### src/rtl/bck_token_issuer.sv
// Backward-extension token issuer: one BCK_INI token per job, then BCK_RUN sweeps paced by feedback.
// Optional perf counters are enabled by defining BCK_ISSUE_PERF_EN.
module bck_token_issuer #(
    parameter int unsigned READ_NUM_WIDTH = 6,
    parameter int unsigned MAX_SIZE       = 64
) (
    input  logic                      clk,
    input  logic                      rst,
    input  logic                      stall,
    input  logic                      job_valid,
    output logic                      job_ready,
    input  logic [READ_NUM_WIDTH-1:0] job_read_num,
    input  logic [63:0]               job_primary,
    input  logic [6:0]                job_forward_size_n,
    input  logic [6:0]                job_init_size,
    input  logic [6:0]                job_start_i,
    input  logic [6:0]                job_min_intv,
    input  logic                      fb_valid,
    input  logic [6:0]                fb_new_size,
    output logic [5:0]                status,
    output logic [READ_NUM_WIDTH-1:0] read_num,
    output logic [63:0]               primary,
    output logic [6:0]                forward_size_n,
    output logic [6:0]                min_intv,
    output logic [6:0]                new_last_size,
    output logic [6:0]                backward_i,
    output logic [6:0]                backward_j,
    output logic [6:0]                current_wr_addr,
    output logic                      iteration_boundary,
    output logic                      job_done,
    output logic                      fb_err
`ifdef BCK_ISSUE_PERF_EN
    ,
    output logic [31:0]               perf_tokens,
    output logic [31:0]               perf_stalls
`endif
);

    localparam logic [5:0] ST_BUBBLE = 6'b000000;
    localparam logic [5:0] ST_INI    = 6'b001000;
    localparam logic [5:0] ST_RUN    = 6'b010000;
    localparam logic [6:0] MAX_SZ    = 7'(MAX_SIZE);

    typedef enum logic [1:0] {StIdle, StIni, StRun, StWaitFb} state_e;

    state_e                    state_q, state_d;
    logic [READ_NUM_WIDTH-1:0] read_num_q, read_num_d;
    logic [63:0]               primary_q, primary_d;
    logic [6:0]                fwd_q, fwd_d, min_intv_q, min_intv_d;
    logic [6:0]                start_i_q, start_i_d, init_size_q, init_size_d;
    logic [6:0]                cnt_q, cnt_d;
    logic [5:0]                status_q, status_d;
    logic [6:0]                bi_q, bi_d, bj_q, bj_d, size_q, size_d, wr_q, wr_d;
    logic                      ib_q, ib_d, done_q, done_d, err_q, err_d;
    logic                      pend_q, pend_d;
    logic [6:0]                pend_size_q, pend_size_d;
    logic [6:0]                fb_clamped, fb_size;
    logic                      fb_hit;

    assign fb_clamped = (fb_new_size > MAX_SZ) ? MAX_SZ : fb_new_size;
    assign fb_hit     = pend_q | (fb_valid & (state_q == StWaitFb));
    assign fb_size    = pend_q ? pend_size_q : fb_clamped;
    // The cycle that shows job_done never accepts a job, so the two never overlap.
    assign job_ready  = (state_q == StIdle) & ~stall & ~done_q;

    always_comb begin
        state_d     = state_q;
        read_num_d  = read_num_q;
        primary_d   = primary_q;
        fwd_d       = fwd_q;
        min_intv_d  = min_intv_q;
        start_i_d   = start_i_q;
        init_size_d = init_size_q;
        cnt_d       = cnt_q;
        status_d    = status_q;
        bi_d        = bi_q;
        bj_d        = bj_q;
        size_d      = size_q;
        wr_d        = wr_q;
        ib_d        = ib_q;
        done_d      = done_q;
        err_d       = err_q;
        pend_d      = pend_q;
        pend_size_d = pend_size_q;

        if (fb_valid && (state_q != StWaitFb || fb_new_size > MAX_SZ || pend_q)) begin
            err_d = 1'b1;
        end

        if (stall) begin
            if (fb_valid && state_q == StWaitFb && !pend_q) begin
                pend_d      = 1'b1;
                pend_size_d = fb_clamped;
            end
        end else begin
            done_d   = 1'b0;
            status_d = ST_BUBBLE;
            ib_d     = 1'b0;
            unique case (state_q)
                StIdle: begin
                    if (job_valid && job_ready) begin
                        read_num_d  = job_read_num;
                        primary_d   = job_primary;
                        fwd_d       = job_forward_size_n;
                        min_intv_d  = job_min_intv;
                        start_i_d   = job_start_i;
                        init_size_d = job_init_size;
                        state_d     = StIni;
                    end
                end
                StIni: begin
                    status_d = ST_INI;
                    bi_d     = start_i_q;
                    bj_d     = 7'd0;
                    size_d   = init_size_q;
                    wr_d     = fwd_q - 7'd1;
                    ib_d     = (start_i_q == 7'd0);
                    cnt_d    = 7'd0;
                    state_d  = StRun;
                end
                StRun: begin
                    // An empty job reaches here with size 0 and only finishes.
                    if (size_q == 7'd0) begin
                        done_d  = 1'b1;
                        state_d = StIdle;
                    end else begin
                        status_d = ST_RUN;
                        bj_d     = cnt_q;
                        ib_d     = (bi_q == 7'd0);
                        cnt_d    = cnt_q + 7'd1;
                        if (cnt_q == size_q - 7'd1) state_d = StWaitFb;
                    end
                end
                StWaitFb: begin
                    if (fb_hit) begin
                        pend_d = 1'b0;
                        if (fb_size == 7'd0 || bi_q == 7'd0) begin
                            done_d  = 1'b1;
                            state_d = StIdle;
                        end else begin
                            status_d = ST_RUN;
                            bi_d     = bi_q - 7'd1;
                            bj_d     = 7'd0;
                            size_d   = fb_size;
                            wr_d     = fwd_q - 7'd1;
                            ib_d     = (bi_q == 7'd1);
                            cnt_d    = 7'd1;
                            state_d  = (fb_size == 7'd1) ? StWaitFb : StRun;
                        end
                    end
                end
                default: state_d = StIdle;
            endcase
        end
    end

    always_ff @(posedge clk or posedge rst) begin
        if (rst) begin
            state_q     <= StIdle;
            read_num_q  <= '0;
            primary_q   <= '0;
            fwd_q       <= '0;
            min_intv_q  <= '0;
            start_i_q   <= '0;
            init_size_q <= '0;
            cnt_q       <= '0;
            status_q    <= ST_BUBBLE;
            bi_q        <= '0;
            bj_q        <= '0;
            size_q      <= '0;
            wr_q        <= '0;
            ib_q        <= 1'b0;
            done_q      <= 1'b0;
            err_q       <= 1'b0;
            pend_q      <= 1'b0;
            pend_size_q <= '0;
        end else begin
            state_q     <= state_d;
            read_num_q  <= read_num_d;
            primary_q   <= primary_d;
            fwd_q       <= fwd_d;
            min_intv_q  <= min_intv_d;
            start_i_q   <= start_i_d;
            init_size_q <= init_size_d;
            cnt_q       <= cnt_d;
            status_q    <= status_d;
            bi_q        <= bi_d;
            bj_q        <= bj_d;
            size_q      <= size_d;
            wr_q        <= wr_d;
            ib_q        <= ib_d;
            done_q      <= done_d;
            err_q       <= err_d;
            pend_q      <= pend_d;
            pend_size_q <= pend_size_d;
        end
    end

    assign status             = status_q;
    assign read_num           = read_num_q;
    assign primary            = primary_q;
    assign forward_size_n     = fwd_q;
    assign min_intv           = min_intv_q;
    assign new_last_size      = size_q;
    assign backward_i         = bi_q;
    assign backward_j         = bj_q;
    assign current_wr_addr    = wr_q;
    assign iteration_boundary = ib_q;
    // A pulse caught by a stall stays pending and shows on the first free cycle.
    assign job_done           = done_q & ~stall;
    assign fb_err             = err_q;

`ifdef BCK_ISSUE_PERF_EN
    logic [31:0] tokens_q, stalls_q;

    always_ff @(posedge clk or posedge rst) begin
        if (rst) begin
            tokens_q <= '0;
            stalls_q <= '0;
        end else begin
            if (!stall && status_d != ST_BUBBLE && tokens_q != '1) tokens_q <= tokens_q + 32'd1;
            if (stall && state_q != StIdle && stalls_q != '1) stalls_q <= stalls_q + 32'd1;
        end
    end

    assign perf_tokens = tokens_q;
    assign perf_stalls = stalls_q;
`endif

endmodule
### config.mk
export PLATFORM = sky130hd
export DESIGN_NAME = bck_token_issuer
export DESIGN_NICKNAME = d
export VERILOG_FILES = /design/src/rtl/bck_token_issuer.sv
export SDC_FILE = /design/constraint.sdc
export NUM_CORES = 1
export LEC_CHECK = 0
export ABC_CLOCK_PERIOD_IN_PS = 5050
export BUFFER_PORTS_ARGS = -buffer_cell sky130_fd_sc_hd__buf_2
export CAP_MARGIN = 30
export CORE_ASPECT_RATIO = 1.2
export CORE_MARGIN = 2
export CORE_UTILIZATION = 50
export DETAILED_ROUTE_END_ITERATION = 6
export PLACE_DENSITY_LB_ADDON = 0.08
export SETUP_SLACK_MARGIN = 0.02
export SLEW_MARGIN = 5
export SYNTH_ARGS = -nofsm -noshare
export SYNTH_HDL_FRONTEND = slang
export SYNTH_SLANG_ARGS = --single-unit
### constraint.sdc
create_clock -name clk -period 5.05 [get_ports clk]
set_clock_uncertainty 0.05 [all_clocks]
set_input_delay 0 -clock clk [delete_from_list [all_inputs] [get_ports clk]]
set_output_delay 0 -clock clk [all_outputs]
set_load 0.02 [all_outputs]
* Yosys cells after proc, flatten, opt, wreduce, memory -nomap -nowiden
Index checks and enable logic that the tools add are counted.
Storage, ports and cells: register bits after elaboration 152, word-level logic and storage cells 108, output and inout bits 122, input port bits 110
Operators by class: multiplexer cells 42, add/sub/neg operators 4, reduce and logical (&&, ||, !) cells 23, magnitude comparators 1, bitwise operators 7, equal/unequal tests 13
Operators with widths (number):
- $mux W7 | 14
- $pmux W7 S2 | 3
- $pmux W7 S3 | 2
- $logic_not A7 Y1 | 4
- $sub A7 B1 Y7 const B | 3
- $mux W5 | 3
- $pmux W5 S3 | 1
- $eq A7 B1 Y1 const B | 2
- $mux W1 | 11
- $mux W2 | 5
- $ne A2 B2 Y1 const B | 4
- $pmux W2 S4 | 1
- $reduce_and A4 Y1 | 2
- $add A7 B1 Y7 const B | 1
- $eq A7 B7 Y1 | 1
- $gt A7 B7 Y1 const B | 1
- $reduce_and A3 Y1 | 2
- $reduce_bool A2 Y1 | 3
- $reduce_and A5 Y1 | 1
- $and A1 B1 Y1 | 4
- $eq A2 B2 Y1 const B | 2
- $logic_and A1 B1 Y1 | 4
- $ne A2 B1 Y1 const B | 2
- $logic_or A1 B1 Y1 | 3
- 10 further kinds | 11

* Depth between registers and ports, before layout
Gate-level depths: netlist of the first run.
depth after elaboration 8, depth in mapped cells 8, mapped depth without buffers 7

* Worst setup path before layout of the first run
OpenSTA, ideal clock, no wires.
path type register -> register, start register state_q[1], end register fwd_q[4] (netlist: forward_size_n[4]), buffers on the path 2, required time 4.875 ns, library setup time 0.125 ns, cell stages (with the launch flop) 6, arrival 2.335 ns, path slack 2.540 ns, path through dfrtp_1 nor4_1 nand2_1 clkbuf_1 buf_1 mux2_2
On the way: word-level cells in the longest chain between the ends 5
Ends and longest elaborated chain:
- start: declaration | RTL line 46 | state_e state_q, state_d;
- start signal: assignment | RTL line 159 | state_q <= StIdle;
- start signal: assignment | RTL line 178 | state_q <= state_d;
- $logic_not A2 Y1 | RTL line 64 | assign job_ready = (state_q == StIdle) & ~stall & ~done_q;
- $and A1 B1 Y1 (2 in a row) | RTL line 64
- named net job_ready | RTL line 11 | output logic job_ready,
- $logic_and A1 B1 Y1 | RTL line 101 | if (job_valid && job_ready) begin
- $reduce_and A3 Y1 (no source line)
- end signal: assignment | RTL line 181 | fwd_q <= fwd_d;
- end: declaration | RTL line 49 | logic [6:0] fwd_q, fwd_d, min_intv_q, min_intv_d;
The timed path passes the listed nets, and every way through them passes these cells. A chain may end at the register's enable or synchronous reset.

* Final worst setup path of the first run
start register state_q[1], end register pend_size_q[2]
On the way: word-level cells in the longest chain between the ends 4
Ends and longest elaborated chain:
- $eq A2 B2 Y1 | RTL line 91 | if (fb_valid && state_q == StWaitFb && !pend_q) begin
- $logic_and A1 B1 Y1 (2 in a row) | RTL line 91
- $reduce_and A2 Y1 (no source line)
- end signal: assignment | RTL line 195 | pend_size_q <= pend_size_d;
- end: declaration | RTL line 56 | logic [6:0] pend_size_q, pend_size_d;
No other way between the ends.

==> impl_metrics.env, run 1 <==
export IMPL_fin_util=0.735
export IMPL_wl_per_cell_um=18.1
export IMPL_cts_tree="built"
export IMPL_synth_seq_area_share=0.556
export IMPL_detailed_route_iter0_violations=360
export IMPL_synth_commonest_cells="148 x sky130_fd_sc_hd__dfrtp_1, 110 x sky130_fd_sc_hd__mux2_2, 30 x sky130_fd_sc_hd__nand2_1, 20 x sky130_fd_sc_hd__clkbuf_1, 19 x sky130_fd_sc_hd__nor2_1"
export IMPL_endpoint_of_the_worst_slack_reg_to_reg_timing_path="pend_size_q[2]"
export IMPL_coreArea_mm2=0.0131
export IMPL_area_growth_syn_to_layout_pct=44.8
export IMPL_synth_largest_area_cell="sky130_fd_sc_hd__dfrtp_1"
export IMPL_fin_crit_sh=0.600
export IMPL_muxShareOfSynthArea=0.197
export IMPL_grt_overflow=0
export IMPL_ys_seq_elements=148
export IMPL_synth_xor_area_frac=0.0197
export IMPL_pre_repair_dr_iteration_count=7
export IMPL_cp_max_fo=28
export IMPL_failed_checks="design-rule violations"
export IMPL_clkTransAtPathRegs_ns=0.06
export IMPL_worst_pin_slew_ns=0.954
export IMPL_edff_count_synth=0
export IMPL_worstHoldEndpoint="pend_size_q[4]"
export IMPL_regToRegStartpoint="state_q[1]"
export IMPL_insertion_delay_ns=0.42
export IMPL_critical_path_startpoint_type="flop"
export IMPL_place_port_buffers=227
export IMPL_critPathMaxStageDelay_ns=0.67
export IMPL_fin_total_pwr_uw=6000
export IMPL_cells_after_synthesis=534
export IMPL_total_leakage_power_uw=0.00463
export IMPL_min_delay_path_depth=3
export IMPL_preCtsSetupSlack_ns=2.15
export IMPL_gp_routability_congestion=0.872
export IMPL_hold_path_startpoint="fb_new_size[6]"
export IMPL_timing_worst_setup_path_type="reg2reg"
export IMPL_num_nets_final=984
export IMPL_postCtsHoldBufs=111
export IMPL_synth_adder_area_share=0.0132
export IMPL_synthesis_area_mm2=0.00666
export IMPL_number_of_global_route_vias_before_repair=5993
export IMPL_data_required_time_of_the_worst_path_ns=5.34
export IMPL_ctsRootBufferMaster="sky130_fd_sc_hd__clkbuf_16"
export IMPL_cts_buffers=17
export IMPL_timing_reg2reg_setup_slack_ns=2.02
export IMPL_most_repeated_cell_in_the_gate_level_netlist_after_synthesis="sky130_fd_sc_hd__dfrtp_1"
export IMPL_run_status="finished with violations"
export IMPL_ys_warnings_count=0
export IMPL_post_cts_resized_instances=0
export IMPL_drt_antenna_violating_nets=0
export IMPL_die_h_um=130
export IMPL_cap_violations=0
export IMPL_cp_slowest_cell="sky130_fd_sc_hd__nand2_1"
export IMPL_count_of_unique_library_cells_instantiated_by_yosys=60
export IMPL_floorplan_die_area_mm2=0.0143
export IMPL_synthArstFlopShare=1.00
export IMPL_max_freq_ghz=0.330
export IMPL_period_minus_slack_ns=3.03
export IMPL_slew_limit_fails=0
export IMPL_hold_class="in2reg"
export IMPL_totalWireLength_um=19000
export IMPL_flip_flop_count_of_the_largest_register_after_layout=64
export IMPL_cts_setup_buffers=0
export IMPL_vias_per_cell=5.39
export IMPL_die_x_um=109
export IMPL_synth_compound_area_share=0.0865
export IMPL_clock_sinks=148
export IMPL_dp_final_hpwl_um=12200
export IMPL_drt_drc_violations_left=1
export IMPL_fillers=910
export IMPL_setup_worst_path_end_class="flop"
export IMPL_wire_length_of_the_first_global_routing_pass_um=29900
export IMPL_boundaryPins=232
export IMPL_cp_cell_sequence="nand2_1 -> nor2_1 -> and3_1 -> nand3b_1 -> dlygate4sd3_1 -> o21ai_0"
export IMPL_insertedDiodeCount=0
export IMPL_num_rows=46
export IMPL_grt_setup_unrepaired="no"
export IMPL_layout_drive_gt1_share=0.439
export IMPL_htree_num_levels=4
export IMPL_slew_headroom=0.359
export IMPL_dominant_combinational_cell_family_by_area_after_synthesis="multiplexers"
export IMPL_yosys_area_top_type_share=0.556
export IMPL_yosys_area_share_simple=0.0959
export IMPL_finalSetupViolations=0
export IMPL_postSynthAreaPerCell_um2=12.5
export IMPL_postSynth_topFlopCell="sky130_fd_sc_hd__dfrtp_1"
export IMPL_layout_setup_ws_ns=2.02
export IMPL_vdd_drop_max_uv=354
export IMPL_timing_critical_path_arrival_ns=3.32
export IMPL_grt_start_max_net_pins=94
export IMPL_cellPowerDensity_mw_per_mm2=622
export IMPL_vias=5645
export IMPL_number_of_antenna_violations_at_the_first_check_in_global_routing=0
export IMPL_globalRouteTotalUtil=0.273
export IMPL_count_of_endpoints_failing_hold_in_the_final_timing_report=0
export IMPL_clk_path_buf_depth=2
export IMPL_initial_utilization=0.507
export IMPL_rr_worst_depth=6
export IMPL_setup_total_negative_slack_ns=0
export IMPL_post_synth_main_area_contributors="sky130_fd_sc_hd__dfrtp_1 56%, sky130_fd_sc_hd__mux2_2 19%, sky130_fd_sc_hd__nand2_1 1.7%, sky130_fd_sc_hd__o21ai_0 1.4%, sky130_fd_sc_hd__ha_1 1.3%"
-- worst max-delay path, delay by kind of cell, from the launching register on --
family	cells	cell delay, ns
and+or+nand+nor	4	1.60
DFF	1	0.61
AOI/OAI and AO/OA	1	0.08
buffers and inverters	1	0.60
-- report_power, final --
group          internal, uW  switching (uW)  leakage (uW)
clock network           750             497      0.000289
logic                  1100            1430       0.00254
registers              1750             474       0.00180
-- cell families after synthesis --
group | after synthesis
other cells | 1
flops | 148
simple gates | 118
fa+ha+maj | 7
compound gates | 80
mux | 117
xor+xnor | 15
buf+inv | 48
-- cell type report --
class,count,area [um^2],area share
flip-flops and latches,148,3700,0.384
repair buffers,342,2300,0.239
multi-input cells,341,2770,0.287
clock buffers,19,453,0.0470
inverters,17,68.8,0.00714
well taps,168,210,0.0218
clock inverters,13,131,0.0136
-- stage by stage --
step	cell area (um^2)	hold WS (ns)	instances
after floorplan	6670	0.0435	537
after global placement	7900	0.177	903
after detailed placement	7900	0.186	903
after CTS	9600	0.000597	1046
after global routing	9640	0.0303	1048
final	9640	0.0241	1048
-- layer usage --
metal / routed length (um) / GRT usage
met1: 7320 / 0.327
met2: 10000 / 0.474
met3: 1240 / 0.0704
met4: 457 / 0.103
met5: 0 / 0
-- worst max path at each step --
stage,from,to,slack (ns),cells past startpoint
after detailed placement,pend_q,current_wr_addr[5],2.15,5
final,state_q[1],pend_size_q[2],2.02,6
after global routing,state_q[1],pend_size_q[2],1.82,6
after global placement,pend_q,current_wr_addr[6],2.19,5
after CTS,pend_q,current_wr_addr[5],2.12,5
after floorplan,rst,backward_i[0],1.02,1
-- layout by cell type, fill, tap and decap left out, drive strengths merged, types with 6 or more instances in the layout --
| cell type | instances |
|---|---|
| a21oi | 16 |
| a22o | 9 |
| a32o | 7 |
| buf | 231 |
| clkbuf | 19 |
| clkinv | 8 |
| dfrtp | 148 |
| dlygate4sd3 | 111 |
| ha | 7 |
| inv | 18 |
| mux2 | 110 |
| mux2i | 7 |
| nand2 | 30 |
| nand3 | 9 |
| nand3b | 8 |
| nor2 | 19 |
| nor2b | 6 |
| nor3 | 11 |
| o21ai | 19 |
| xnor2 | 10 |
Power figures use the tool's default switching activity.
==> run 2, diff against run 1 <==
ABC_CLOCK_PERIOD_IN_PS = 2900   (was 5050)
clock period = 2.9 ns   (was 5.05 ns; I/O delays follow)
==> run 2 against run 1 <==
  * The flow now finishes without violations
  * Flip-flop and latch count did not move
  * Hold slack worse by 0.010 ns
  * Via count rose by 0.53%
  * Critical endpoint is now current_wr_addr[2]
==> impl_metrics.env, run 2 (synthesis results as in run 1) <==
export IMPL_grt_start_max_net_pins=78
export IMPL_max_freq_ghz=0.427
export IMPL_min_delay_path_depth=3
export IMPL_grt_overflow=0
export IMPL_preCtsSetupSlack_ns=0.580
export IMPL_worst_pin_slew_ns=0.801
export IMPL_drt_drc_violations_left=0
export IMPL_globalRouteTotalUtil=0.271
export IMPL_global_route_usage_met3=0.0704
export IMPL_setup_total_negative_slack_ns=0
export IMPL_gp_routability_congestion=0.847
export IMPL_flip_flop_count_of_the_largest_register_after_layout=64
export IMPL_area_growth_syn_to_layout_pct=46.3
export IMPL_die_h_um=130
export IMPL_fin_crit_sh=0.807
export IMPL_count_of_endpoints_failing_hold_in_the_final_timing_report=0
export IMPL_setup_worst_path_end_class="flop"
export IMPL_num_rows=46
export IMPL_place_port_buffers=227
export IMPL_dp_final_hpwl_um=12300
export IMPL_crit_buf_inv=2
export IMPL_postCtsHoldBufs=109
export IMPL_cp_max_fo=13
export IMPL_pre_repair_dr_iteration_count=4
export IMPL_clk_path_buf_depth=2
export IMPL_slew_limit_fails=0
export IMPL_fraction_of_met2_tracks_used_by_global_routing=0.469
export IMPL_mostFrequentLayoutCell="sky130_fd_sc_hd__buf_2"
export IMPL_cts_buffers=17
export IMPL_grt_setup_unrepaired="no"
export IMPL_cap_violations=0
export IMPL_crit_path_cell_count=8
export IMPL_number_of_antenna_violations_at_the_first_check_in_global_routing=0
export IMPL_cts_tree="built"
export IMPL_regToRegStartpoint="backward_i[0]"
export IMPL_run_status="completed"
export IMPL_detailed_route_iter0_violations=269
export IMPL_initial_utilization=0.507
export IMPL_layout_drive_gt1_share=0.445
export IMPL_coreArea_mm2=0.0131
export IMPL_wire_length_of_the_first_global_routing_pass_um=29700
export IMPL_post_cts_resized_instances=0
export IMPL_vias_per_cell=5.38
export IMPL_die_x_um=109
export IMPL_crit_family="flip-flops"
export IMPL_data_required_time_of_the_worst_path_ns=3.15
export IMPL_busiest_layer_in_global_routing="met2"
export IMPL_htree_num_levels=4
export IMPL_insertion_delay_ns=0.42
export IMPL_clock_sinks=148
export IMPL_floorplan_die_area_mm2=0.0143
export IMPL_totalWireLength_um=18800
export IMPL_fin_util=0.742
export IMPL_gr_usage_met1=0.308
export IMPL_rr_worst_depth=8
export IMPL_vdd_drop_max_uv=730
export IMPL_critical_path_startpoint_type="flop"
export IMPL_wl_per_cell_um=17.8
export IMPL_boundaryPins=232
export IMPL_timing_critical_path_arrival_ns=2.59
export IMPL_finalSetupViolations=0
export IMPL_drt_antenna_violating_nets=0
export IMPL_number_of_global_route_vias_before_repair=5961
export IMPL_slew_headroom=0.460
export IMPL_layout_cells_most_common_list="227 x sky130_fd_sc_hd__buf_2, 148 x sky130_fd_sc_hd__dfrtp_1, 110 x sky130_fd_sc_hd__mux2_2"
export IMPL_layout_setup_ws_ns=0.559
export IMPL_num_nets_final=991
export IMPL_clkTransAtPathRegs_ns=0.06
export IMPL_ctsRootBufferMaster="sky130_fd_sc_hd__clkbuf_16"
export IMPL_timing_worst_setup_path_type="reg2reg"
export IMPL_insertedDiodeCount=0
export IMPL_cp_cell_sequence="inv_1 -> ha_1 -> nor4b_1 -> and2_1 -> a31o_4 -> o21ai_2 -> buf_4 -> mux2_2"
export IMPL_total_leakage_power_uw=0.00468
export IMPL_fin_total_pwr_uw=10700
export IMPL_critPathMaxStageDelay_ns=0.46
export IMPL_cellPowerDensity_mw_per_mm2=1090
export IMPL_vias=5675
export IMPL_period_minus_slack_ns=2.34
export IMPL_hold_class="in2reg"
export IMPL_worst_setup_path_startpoint="backward_i[0]"
export IMPL_hold_path_startpoint="fb_new_size[6]"
export IMPL_cp_slowest_cell="sky130_fd_sc_hd__dfrtp_1"
export IMPL_cts_setup_buffers=0
==> run 2: cell types whose count changed in the layout (fill, tap and decap cells not counted), moves of 3 or more <==
| cell | delta |
|---|---|
| sky130_fd_sc_hd__clkinv_2 | -3 |
| sky130_fd_sc_hd__buf_4 | +8 |
| sky130_fd_sc_hd__buf_12 | +3 |
| sky130_fd_sc_hd__inv_6 | +3 |
==> run 2: path summary, 6_finish.rpt <==
| check | end | slack [ns] |
|---|---|---|
| min | pend_size_q[5] | 0.01 |
| min in group asynchronous | read_num[4] | 0.25 |
| max reg2reg | current_wr_addr[2] | 0.56 |
| min reg2reg | status[3] | 0.43 |
| max | current_wr_addr[2] | 0.56 |
| max in group asynchronous | state_q[0] | 2.21 |
==> run 2: final cells by class <==
class | count | area (um^2)
Inverter | 17 | 67.6
Timing Repair Buffer | 349 | 2360
Clock inverter | 15 | 201
Tap cell | 168 | 210
Sequential cell | 148 | 3700
Fill cell | 916 | 3380
Clock buffer | 17 | 425
Multi-Input combinational cell | 341 | 2770
==> run 2: metrics by stage <==
step / hold WS [ns] / std cells / instance area, um^2
after floorplan: 0.0435 / 537 / 6670
after global placement: 0.128 / 914 / 8020
after detailed placement: 0.132 / 914 / 8020
after CTS: 0.00116 / 1055 / 9740
after global routing: 0.0270 / 1055 / 9740
final: 0.0140 / 1055 / 9740
==> run 2: report_power, final <==
group          leakage (uW)  switching [uW]  internal (uW)  total, uW
logic               0.00258            2520           1950       4470
clock network      0.000301             893           1450       2340
registers           0.00180             797           3050       3840
total               0.00468            4210           6440      10700
==> run 2: layer usage <==
layer | wire length (um) | vias to the layer above
li1 | - | 2592
met1 | 7040 | 2781
met2 | 9800 | 247
met3 | 1250 | 55
met4 | 700 | 0
met5 | 0 | -
==> run 2: worst reg2reg max path, stage by stage (launching register included) <==
cell and delay, ns:
sky130_fd_sc_hd__dfrtp_1 0.46, sky130_fd_sc_hd__inv_1 0.10, sky130_fd_sc_hd__ha_1 0.21, sky130_fd_sc_hd__nor4b_1 0.15, sky130_fd_sc_hd__and2_1 0.21, sky130_fd_sc_hd__a31o_4 0.26
sky130_fd_sc_hd__o21ai_2 0.17, sky130_fd_sc_hd__buf_4 0.25, sky130_fd_sc_hd__mux2_2 0.37
